$ cat config.mk
export PLATFORM = sky130hd
export DESIGN_NAME = mat_result_reader_flat
export DESIGN_NICKNAME = d
export VERILOG_FILES = /design/src/rtl/mat_result_reader_if.sv /design/src/rtl/mat_result_reader.sv /design/src/flat_wrapper.sv
export SDC_FILE = /design/constraint.sdc
export NUM_CORES = 1
export LEC_CHECK = 0
export CAP_MARGIN = 5
export CORE_UTILIZATION = 38
export DETAILED_ROUTE_END_ITERATION = 16
export GPL_TIMING_DRIVEN = 0
export PLACE_DENSITY = 0.69
export SETUP_SLACK_MARGIN = 0.5
export SLEW_MARGIN = 20
export SYNTH_ARGS = -nofsm -noshare
export SYNTH_HDL_FRONTEND = slang
export SYNTH_SLANG_ARGS = --single-unit
export TNS_END_PERCENT = 1
$ cat constraint.sdc
create_clock -name i_clk -period 4.09 [get_ports i_clk]
set_input_delay 1.227 -clock i_clk [delete_from_list [all_inputs] [get_ports i_clk]]
set_output_delay 1.227 -clock i_clk [all_outputs]
set_load 0.02 [all_outputs]
$ cat src/rtl/mat_result_reader_if.sv
// Bundle between the result reader, the multiplier's data RAM and the byte consumer.
//
// Stream handshake: o_valid/o_data come from the reader. A beat transfers on a
// rising edge where o_valid and i_ready are both high. While o_valid is high and
// i_ready is low, o_data holds and o_valid stays high. i_ready may toggle freely
// and never depends on o_valid for its legality.
interface mat_result_reader_if #(
    parameter int ADDR_W = 16,
    parameter int DATA_W = 8
);
    logic              i_mm_busy;
    logic              i_dump;
    logic              o_dram_read;
    logic [ADDR_W-1:0] o_dram_addr;
    logic [DATA_W-1:0] i_dram_data;
    logic [DATA_W-1:0] o_data;
    logic              o_valid;
    logic              i_ready;
    logic              o_busy;
    logic              o_done;
    logic [DATA_W-1:0] o_checksum;
    logic [4:0]        o_index;

    // Reader side
    modport master (
        input  i_mm_busy, i_dump, i_dram_data, i_ready,
        output o_dram_read, o_dram_addr, o_data, o_valid,
               o_busy, o_done, o_checksum, o_index
    );

    // Environment side: multiplier, RAM and consumer
    modport slave (
        output i_mm_busy, i_dump, i_dram_data, i_ready,
        input  o_dram_read, o_dram_addr, o_data, o_valid,
               o_busy, o_done, o_checksum, o_index
    );
endinterface

$ cat src/rtl/mat_result_reader.sv
// Reads the multiplier's result matrix out of the data RAM after a multiplication
// finishes (or on a manual dump request) and streams it out byte by byte while
// keeping a running XOR checksum. o_state exposes the FSM state for observation.
module mat_result_reader #(
    parameter int                ADDR_W    = 16,
    parameter int                DATA_W    = 8,
    parameter logic [ADDR_W-1:0] BASE_ADDR = 'h0024,
    parameter int                NUM_ELEMS = 18
) (
    input  logic                i_clk,
    input  logic                i_rst,
    mat_result_reader_if.master bus,
    output logic [2:0]          o_state
);
    typedef enum logic [2:0] {
        S_IDLE  = 3'd0,
        S_ARMED = 3'd1,
        S_RD    = 3'd2,
        S_LAT   = 3'd3,
        S_OUT   = 3'd4,
        S_FIN   = 3'd5
    } state_t;

    localparam logic [4:0] LAST_IDX = 5'(NUM_ELEMS - 1);

    state_t            state_q, state_d;
    logic              busy_q;
    logic [4:0]        index_q, index_d;
    logic [DATA_W-1:0] checksum_d;

    assign o_state     = state_q;
    assign bus.o_index = index_q;

    // Next-state, next index and next checksum
    always_comb begin
        state_d    = state_q;
        index_d    = index_q;
        checksum_d = bus.o_checksum;
        unique case (state_q)
            S_IDLE: begin
                // A manual dump takes priority over a coincident busy rising edge
                if (bus.i_dump) begin
                    state_d    = S_RD;
                    index_d    = '0;
                    checksum_d = '0;
                end else if (bus.i_mm_busy && !busy_q) begin
                    state_d = S_ARMED;
                end
            end
            S_ARMED: begin
                if (!bus.i_mm_busy) begin
                    state_d    = S_RD;
                    index_d    = '0;
                    checksum_d = '0;
                end
            end
            S_RD:  state_d = S_LAT;
            S_LAT: state_d = S_OUT;
            S_OUT: begin
                if (bus.i_ready) begin
                    checksum_d = bus.o_checksum ^ bus.o_data;
                    if (index_q == LAST_IDX) begin
                        index_d = '0;
                        state_d = S_FIN;
                    end else begin
                        index_d = index_q + 5'd1;
                        state_d = S_RD;
                    end
                end
            end
            S_FIN:   state_d = S_IDLE;
            default: state_d = S_IDLE;
        endcase
    end

    // State, index and registered outputs; outputs are decoded from the next
    // state so they line up with the state they belong to
    always_ff @(posedge i_clk) begin
        if (i_rst) begin
            state_q         <= S_IDLE;
            busy_q          <= 1'b0;
            index_q         <= '0;
            bus.o_dram_read <= 1'b0;
            bus.o_dram_addr <= '0;
            bus.o_data      <= '0;
            bus.o_valid     <= 1'b0;
            bus.o_busy      <= 1'b0;
            bus.o_done      <= 1'b0;
            bus.o_checksum  <= '0;
        end else begin
            state_q         <= state_d;
            busy_q          <= bus.i_mm_busy;
            index_q         <= index_d;
            bus.o_checksum  <= checksum_d;
            bus.o_dram_read <= (state_d == S_RD);
            // Address wraps naturally at 2^ADDR_W; held outside RD
            if (state_d == S_RD) begin
                bus.o_dram_addr <= BASE_ADDR + ADDR_W'(index_d);
            end
            // RAM data is valid the cycle after the strobe, i.e. during LAT
            if (state_q == S_LAT) begin
                bus.o_data <= bus.i_dram_data;
            end
            bus.o_valid <= (state_d == S_OUT);
            bus.o_busy  <= (state_d == S_RD) || (state_d == S_LAT) ||
                           (state_d == S_OUT) || (state_d == S_FIN);
            bus.o_done  <= (state_d == S_FIN);
        end
    end
endmodule

$ cat src/flat_wrapper.sv
// flat-port wrapper written by rule: the top's interface ports become plain ports
module mat_result_reader_flat 
#(
    parameter int                ADDR_W    = 16,
    parameter int                DATA_W    = 8,
    parameter logic [ADDR_W-1:0] BASE_ADDR = 'h0024,
    parameter int                NUM_ELEMS = 18
)
  (i_clk, i_rst, o_state, bus_i_mm_busy, bus_i_dump, bus_i_dram_data, bus_i_ready, bus_o_dram_read, bus_o_dram_addr, bus_o_data, bus_o_valid, bus_o_busy, bus_o_done, bus_o_checksum, bus_o_index);
  mat_result_reader_if #(.ADDR_W(ADDR_W), .DATA_W(DATA_W)) bus_i ();
  input  logic i_clk;
  input  logic i_rst;
  output logic [2:0] o_state;
  input wire logic [$bits(bus_i.i_mm_busy)-1:0] bus_i_mm_busy;
  input wire logic [$bits(bus_i.i_dump)-1:0] bus_i_dump;
  input wire logic [$bits(bus_i.i_dram_data)-1:0] bus_i_dram_data;
  input wire logic [$bits(bus_i.i_ready)-1:0] bus_i_ready;
  output wire logic [$bits(bus_i.o_dram_read)-1:0] bus_o_dram_read;
  output wire logic [$bits(bus_i.o_dram_addr)-1:0] bus_o_dram_addr;
  output wire logic [$bits(bus_i.o_data)-1:0] bus_o_data;
  output wire logic [$bits(bus_i.o_valid)-1:0] bus_o_valid;
  output wire logic [$bits(bus_i.o_busy)-1:0] bus_o_busy;
  output wire logic [$bits(bus_i.o_done)-1:0] bus_o_done;
  output wire logic [$bits(bus_i.o_checksum)-1:0] bus_o_checksum;
  output wire logic [$bits(bus_i.o_index)-1:0] bus_o_index;
  assign bus_i.i_mm_busy = bus_i_mm_busy;
  assign bus_i.i_dump = bus_i_dump;
  assign bus_i.i_dram_data = bus_i_dram_data;
  assign bus_i.i_ready = bus_i_ready;
  assign bus_o_dram_read = bus_i.o_dram_read;
  assign bus_o_dram_addr = bus_i.o_dram_addr;
  assign bus_o_data = bus_i.o_data;
  assign bus_o_valid = bus_i.o_valid;
  assign bus_o_busy = bus_i.o_busy;
  assign bus_o_done = bus_i.o_done;
  assign bus_o_checksum = bus_i.o_checksum;
  assign bus_o_index = bus_i.o_index;
  mat_result_reader #(.ADDR_W(ADDR_W), .DATA_W(DATA_W), .BASE_ADDR(BASE_ADDR), .NUM_ELEMS(NUM_ELEMS)) u_core (.i_clk(i_clk), .i_rst(i_rst), .bus(bus_i), .o_state(o_state));
endmodule
# Yosys cells after proc, flatten, opt, wreduce, memory -nomap -nowiden

Index checks and enable logic that the tools add are counted.

$add $sub $neg: 2
Eq/ne operators: 12
Muxes and demuxes: 15
Bitwise logic cells: 1
Reductions and logical operators: 8

Operators by type and width:

| kind                  | number |
|---|---|
| $mux W8               | 3 |
| $pmux W8 S3           | 1 |
| $mux W5               | 4 |
| $mux W3               | 5 |
| $pmux W3 S5           | 1 |
| $pmux W5 S3           | 1 |
| $eq A3 B2 Y1 const B  | 4 |
| $eq A3 B3 Y1 const B  | 3 |
| $xor A8 B8 Y8         | 1 |
| $add A6 B5 Y7 const A | 1 |
| $ne A2 B2 Y1 const B  | 3 |
| $add A5 B1 Y5 const B | 1 |
| $eq A5 B5 Y1 const B  | 1 |
| $reduce_and A4 Y1     | 1 |
| $eq A3 B1 Y1 const B  | 1 |
| $logic_not A3 Y1      | 1 |
| $logic_or A1 B1 Y1    | 3 |
| $reduce_bool A3 Y1    | 1 |
| $logic_and A1 B1 Y1   | 1 |
| $logic_not A1 Y1      | 1 |

Register bits after elaboration: 45
Input bits: 13
Output and inout bits: 44
Logic and storage cells: 48

# Logic depth before layout (Yosys ltp)

Word-level depth: 9
Gate-level depth with buffers: 10

# Least setup slack after synthesis

Ideal clock, no wire load.

Kind: input -> register
From: input bus_i_mm_busy
To: register u_core.bus.o_dram_addr[4]
Library setup time: 0.128 ns
Arrival: 2.653 ns
Setup slack: 1.310 ns
Stages: 8
Path buffers: 0
Cells stage by stage: or3b_4 > a21oi_2 > a31o_2 > inv_1 > ha_1 > ha_1 > mux2i_1 > nor2_1

Elaborated cells between the ends (all ways): 9

RTL lines:

| what                  | RTL line                   | source |
|---|---|---|
| from (decl)           | flat_wrapper.sv:14         | `input wire logic [$bits(bus_i.i_mm_busy)-1:0] bus_i_mm_busy;` |
| $mux W5               | mat_result_reader.sv:51    | `if (!bus.i_mm_busy) begin` |
| $pmux W5 S3           | mat_result_reader.sv:39    | `unique case (state_q)` |
| net u_core.index_d[2] | mat_result_reader.sv:28    | `logic [4:0] index_q, index_d;` |
| $add A6 B5 Y7         | mat_result_reader.sv:98    | `bus.o_dram_addr <= BASE_ADDR + ADDR_W'(index_d);` |
| to (signal assigned)  | mat_result_reader.sv:98    |  |
| to (decl)             | mat_result_reader_if.sv:27 | `output o_dram_read, o_dram_addr, o_data, o_valid,` |

The timed path passes the listed nets, and every way through them passes these cells.
A chain may end at the register's enable or synchronous reset.

# Worst setup path in the final report

Ends and elaborated chain as after synthesis.

==> metrics <==
status=finished, final reports clean; initial drt markers=50; clock skew=0.00701 ns; Max Cap Viol=0; Cell Area, Synth=1660 um^2; DP Area=2210 um^2; final setup violation count=0; Hold Path Depth=2; Final ANT Viol Nets=0; worst min-delay path category=register to register; filler cell count=393; count of yosys warnings during synthesis=0; share of cells above drive strength 1=0.163; dpl ws=0.688 ns; fin. max-slew vios=0; Reg2Reg Depth=9; Starting Density=0.407; RSZ-0062 raised after global routing=no; clk slew on worst S/H paths=0.07 ns; Yosys reg bits=36; CTS tree=built; Final Total Pwr=793 uW; drt total wl=3.54 mm; critical path class=input pin to register; crit path max fanout=4; Distinct cells, synth=43; Post-CTS Setup Bufs=0; die area=4640 um^2; All-Layer GR Usage=0.164; worst vdd ir=0.000198 V; GPL Wtd Cong=0.774; number of diodes=0; vias in the first global route=1159; HPWL Detailed=2.63 mm; wire per inst=11.9 um; largest net degree at the start of global routing=12; min-delay src=u_core.bus.o_dram_addr[2]; number of port buffers=45; crit path capture type=register; Period minus WS final=3.11 ns; Top Ports=57; drt via density=4.70; die height=68.2 um; Reg area=721 um^2; Mapped Cells=185; row count=23; reg2reg setup slack=1.89 ns; Hold Slack=0.459 ns; Clock Latency Late Sink=0.29 ns; layout net count=262; post_cts resized=0; P_leak=0.000868 uW; RR Startpoint=u_core.o_state[0]; synthesized area per cell=8.99 um^2; register area share after synthesis=0.433; clk sinks=36; Max Fclk=322 MHz; Die X=68.2 um; Vias=1390; period utilisation layout=0.760; clk buf depth=2; Placeable Area=4090 um^2; worst path required time=4.25 ns; Critical Path AT=3.27 ns; total grt overflow=0; setup_tns=0 ns; cts hold-fix bufs=0; CP startpoint kind=input pin; area occupied by multi-input gates=843 um^2; setup ws final=0.982 ns; TritonCTS buffer count=5; initial antenna violation count=0; first-pass GRT wire length=5.53 mm; RR Endpoint=u_core.bus.o_dram_addr[4]; area grow syn2layout=38.2%; final routed DRC violation total=0; Pwr Density=345 nW/um^2; DRT Pass-1 Iters=4; htree depth=2; final instance area=2300 um^2; Worst Hold End=u_core.bus.o_dram_addr[2]; Clock Root Buffer=clkbuf_8; Final Hold Viols=0
how the worst max path moves through the flow:
stage | start | endpoint | slack, ns | cells past startpoint
floorplan | bus_i_mm_busy | u_core.bus.o_dram_addr[4] | 1.31 | 8
global placement | bus_i_mm_busy | u_core.bus.o_dram_addr[4] | 0.67 | 9
detailed placement | bus_i_mm_busy | u_core.bus.o_dram_addr[4] | 0.69 | 9
CTS | bus_i_mm_busy | u_core.bus.o_dram_addr[4] | 0.98 | 9
global route | bus_i_mm_busy | u_core.bus.o_dram_addr[4] | 0.82 | 9
finish | bus_i_mm_busy | u_core.bus.o_dram_addr[4] | 0.98 | 9
cell families after synthesis:
kind of cell / after synthesis / synth area share
AND/OR/NAND/NOR: 78 / 0.248
flip-flops: 36 / 0.433
AO/OA/AOI/OAI: 33 / 0.148
buffers and inverters: 22 / 0.0775
XOR/XNOR: 8 / 0.0421
adder cells (fa/ha/maj): 4 / 0.0301
multiplexers: 3 / 0.0181
other: 1 / 0.00226
synthesized netlist by cell type (all sizes together):
cell type | count | area share
dfxtp | 36 | 0.43
nor2 | 24 | 0.066
nand2 | 22 | 0.050
a21oi | 17 | 0.056
buf | 12 | 0.055
nand3 | 8 | 0.024
xor2 | 8 | 0.042
clkbuf | 6 | 0.014
nor2b | 5 | 0.019
nor3 | 5 | 0.018
ha | 4 | 0.030
inv | 4 | 0.0090
mux2i | 3 | 0.018
nand2b | 3 | 0.011
o21ai | 3 | 0.011
a21o | 2 | 0.0090
a221oi | 2 | 0.025
nand4 | 2 | 0.0075
o211ai | 2 | 0.0090
or3b | 2 | 0.012
a2111oi | 1 | 0.0053
a211oi | 1 | 0.0045
a31o | 1 | 0.0053
a31oi | 1 | 0.0075
a41oi | 1 | 0.0053
and2 | 1 | 0.0038
and4b | 1 | 0.0060
conb | 1 | 0.0023
nand4b | 1 | 0.0053
nand4bb | 1 | 0.0068
nor3b | 1 | 0.011
o21ba | 1 | 0.0060
o21bai | 1 | 0.0045
or2 | 1 | 0.0038
or3 | 1 | 0.0038
through the flow:
stage | util | instances
floorplan | - | 193
global placement | 0.540 | 288
detailed placement | 0.540 | 288
CTS | 0.562 | 296
global route | 0.562 | 296
finish | 0.562 | 296
layer usage:
layer	GRT usage	wire, um	vias up
li1	-	-	730
met1	0.217	1680	619
met2	0.238	1580	35
met3	0.0517	209	6
met4	0.0781	71	0
met5	0	0	-
cells in the final DEF (no fill, tap or decap), types with 4 or more instances in the layout:
cell	count
clkbuf_8	6
nor3_1	4
ha_1	4
a21oi_1	15
xor2_1	8
clkdlybuf4s50_1	45
dfxtp_1	36
nor2_2	8
inv_1	4
nor2_1	16
nand3_1	8
nor2b_1	5
nand2_1	22
conb_1	9
buf_4	10
clkbuf_1	6
power by group:
part / total (uW) / switching [uW] / internal [uW] / leakage [uW]
clock network: 262 / 127 / 134 / 0.0000510
registers: 373 / 9.46 / 363 / 0.000292
logic: 159 / 90.9 / 68.2 / 0.000525
total: 793 / 228 / 566 / 0.000868
critical path, stage by stage:
cell	delay (ns)
clkdlybuf4s50_1	0.46
or3b_4	0.44
a21oi_2	0.23
a31o_2	0.24
inv_1	0.05
ha_1	0.19
ha_1	0.26
mux2i_1	0.13
nor2_1	0.05
sequential cells by signal, indices dropped and copies added (netlist names):
| register | cells |
|---|---|
| u_core.bus.o_checksum | 8 |
| u_core.bus.o_data | 8 |
| u_core.bus.o_dram_addr | 7 |
| u_core.bus.o_index | 5 |
| u_core.o_state | 3 |
| u_core.bus.o_busy | 1 |
| u_core.bus.o_done | 1 |
| u_core.bus.o_dram_read | 1 |
| u_core.bus.o_valid | 1 |
| u_core.busy_q | 1 |
layout make-up:
type	instances	share of cell area
clock inverters	2	0.00435
inverters	4	0.00653
flip-flops and latches	36	0.314
clock buffers	6	0.0359
plain buffers	18	0.0495
repair buffers	45	0.196
multi-input cells	135	0.367
well taps	50	0.0272
No activity file was read; power rests on OpenSTA's default activity.
==> edit (config.mk and constraints unchanged) <==
`DATA_W` is set to 8 in 3 places; all go to 6.
--- a/src/rtl/mat_result_reader_if.sv
+++ b/src/rtl/mat_result_reader_if.sv
@@ -6,7 +6,7 @@
 // and never depends on o_valid for its legality.
 interface mat_result_reader_if #(
     parameter int ADDR_W = 16,
-    parameter int DATA_W = 8
+    parameter int DATA_W = 6
 );
     logic              i_mm_busy;
     logic              i_dump;
--- a/src/rtl/mat_result_reader.sv
+++ b/src/rtl/mat_result_reader.sv
@@ -3,7 +3,7 @@
 // keeping a running XOR checksum. o_state exposes the FSM state for observation.
 module mat_result_reader #(
     parameter int                ADDR_W    = 16,
-    parameter int                DATA_W    = 8,
+    parameter int                DATA_W    = 6,
     parameter logic [ADDR_W-1:0] BASE_ADDR = 'h0024,
     parameter int                NUM_ELEMS = 18
 ) (
--- a/src/flat_wrapper.sv
+++ b/src/flat_wrapper.sv
@@ -2,7 +2,7 @@
 module mat_result_reader_flat 
 #(
     parameter int                ADDR_W    = 16,
-    parameter int                DATA_W    = 8,
+    parameter int                DATA_W    = 6,
     parameter logic [ADDR_W-1:0] BASE_ADDR = 'h0024,
     parameter int                NUM_ELEMS = 18
 )
Ports: changed (resized bus_i_dram_data, bus_o_checksum and bus_o_data); port bits go from 57 to 51. No check against the original RTL was run, so the function may have changed too.
==> edit against the unedited design <==
Sequential share of layout area fell by 1.6 points; first-iteration DRC count rose by 12%; setup slack got worse by 120 ps; critical path depth did not move; total power rose by 3.2%; final cell count fell by 8.8%; synthesized cell count fell by 11%; sequential cell count fell by 4; design area fell by 6.2%; routed wire length fell by 5.3%; combinational power fell by 4%; area after synthesis fell by 8.1%; critical endpoint unchanged; largest cell class unchanged.
==> edit: results <==
set metrics [dict create \
    clock_path_buffers 2 \
    irDropWorstVdd_mv 0.199 \
    place_area_um2 2030 \
    p_leak_nw 0.915 \
    crit_start "bus_i_mm_busy" \
    grt_pass1_wl_mm 5.57 \
    first_pass_iters 4 \
    switching_share_pct 25.6 \
    nets 236 \
    syn_inst 165 \
    cp_max_fo 5 \
    avgRoutedWirePerCell_um 12.4 \
    first_global_vias 1210 \
    seq_area_frac_synth_pct 41.9 \
    place_ws_ps 580 \
    grt_max_degree 11 \
    ys_top_cells_by_area "dfxtp_1, nor2_1, mux2i_1, buf_4, a21oi_1" \
    gp_congestion 0.870 \
    r2r_cells 10 \
    post_cts_buffers 0 \
    clock-skew-final_ps 9.68 \
    cp_slowest_cell "clkdlybuf4s50_1" \
    worst-r2r-setup-slack_ps 1670 \
    synth_common_cells "dfxtp_1, nor2_1, a21oi_1" \
    dp.cells 262 \
    vias_per_cell 4.77 \
    hpwlAfterDp_mm 2.38 \
    yosys_warnings 0 \
    clk_pin_slew_worst_paths_ps 70 \
    status "completed" \
    num_vias 1289 \
    r2r_start "u_core.o_state[1]" \
    async_reset_ff_share_pct 0 \
    arrival_ps 3400 \
    endpoint_kind "flip-flop" \
    io_buffers 41 \
    n_antenna_cell 0 \
    track_usage_pct 17.6 \
    fillCellCount 348 \
    top_regs "u_core.bus.o_dram_addr: 7 flops, u_core.bus.o_checksum: 6 flops, u_core.bus.o_data: 6 flops" \
    drt_iter0_drc 56 \
    insertion_delay_ps 300 \
    root_buffer "clkbuf_8" \
    yosys.cell_types.count 42 \
    cpPeakStageDelay_ps 490 \
    drive_above_1_share_pct 13.1 \
    fin_crit_sh_pct 79.0 \
]
edit: area by class of cell:
cell class,instances,share of cell area (%)
sequential,32,29.7
clock inverter,1,1.39
clock buffer,7,4.47
buffer,18,5.51
inverter,6,1.04
multi-input combinational,117,36.0
tap,48,2.79
timing repair buffer,41,19.0
edit: worst min path at each step:
| stage | end | from | cells after the start |
|---|---|---|---|
| 5_1_grt | u_core.bus.o_dram_addr[1] | u_core.bus.o_dram_addr[1] | 2 |
| 2_1_floorplan | u_core.bus.o_dram_addr[0] | u_core.bus.o_dram_addr[0] | 2 |
| 3_3_place_gp | u_core.bus.o_dram_addr[6] | u_core.bus.o_dram_addr[6] | 2 |
| 6_report | u_core.bus.o_dram_addr[0] | u_core.bus.o_dram_addr[0] | 2 |
| 3_5_place_dp | u_core.bus.o_dram_addr[0] | u_core.bus.o_dram_addr[0] | 2 |
| 4_1_cts | u_core.bus.o_dram_addr[1] | u_core.bus.o_dram_addr[1] | 2 |
edit: critical path: cells and delay by family:
kind | cells | cell delay (ps)
AND/OR/NAND/NOR | 2 | 410
multiplexers | 1 | 140
adder cells (fa/ha/maj) | 2 | 480
AO/OA/AOI/OAI | 2 | 570
buffers and inverters | 2 | 580
edit: per-layer routing:
layer,routed length (µm),GRT usage [%]
met3,163,5.90
met1,1600,22.5
met5,0,0
met2,1520,25.8
met4,66,9.51
edit: power by group through the flow:
stage          combinational, mW  clock, mW  sequential, mW
3_3_place_gp               0.151          0           0.338
6_report                   0.152      0.335           0.331
4_1_cts                    0.153      0.339           0.331
3_5_place_dp               0.152          0           0.338
5_1_grt                    0.165      0.357           0.332
2_1_floorplan             0.0870          0           0.352
edit: stage by stage:
| step | util, % | hold WS, ps |
|---|---|---|
| 2_1_floorplan | - | 580 |
| 3_3_place_gp | 53.8 | 481 |
| 3_5_place_dp | 53.8 | 480 |
| 4_1_cts | 57.2 | 511 |
| 5_1_grt | 57.2 | 531 |
| 6_report | 57.2 | 503 |
edit: logic make-up after synthesis:
| group | share of synthesized area [%] |
|---|---|
| mux | 6.55 |
| compound gates | 15.5 |
| simple gates | 19.2 |
| fa+ha+maj | 3.27 |
| other cells | 0.245 |
| buf+inv | 9.25 |
| flops | 41.9 |
| xor+xnor | 4.01 |
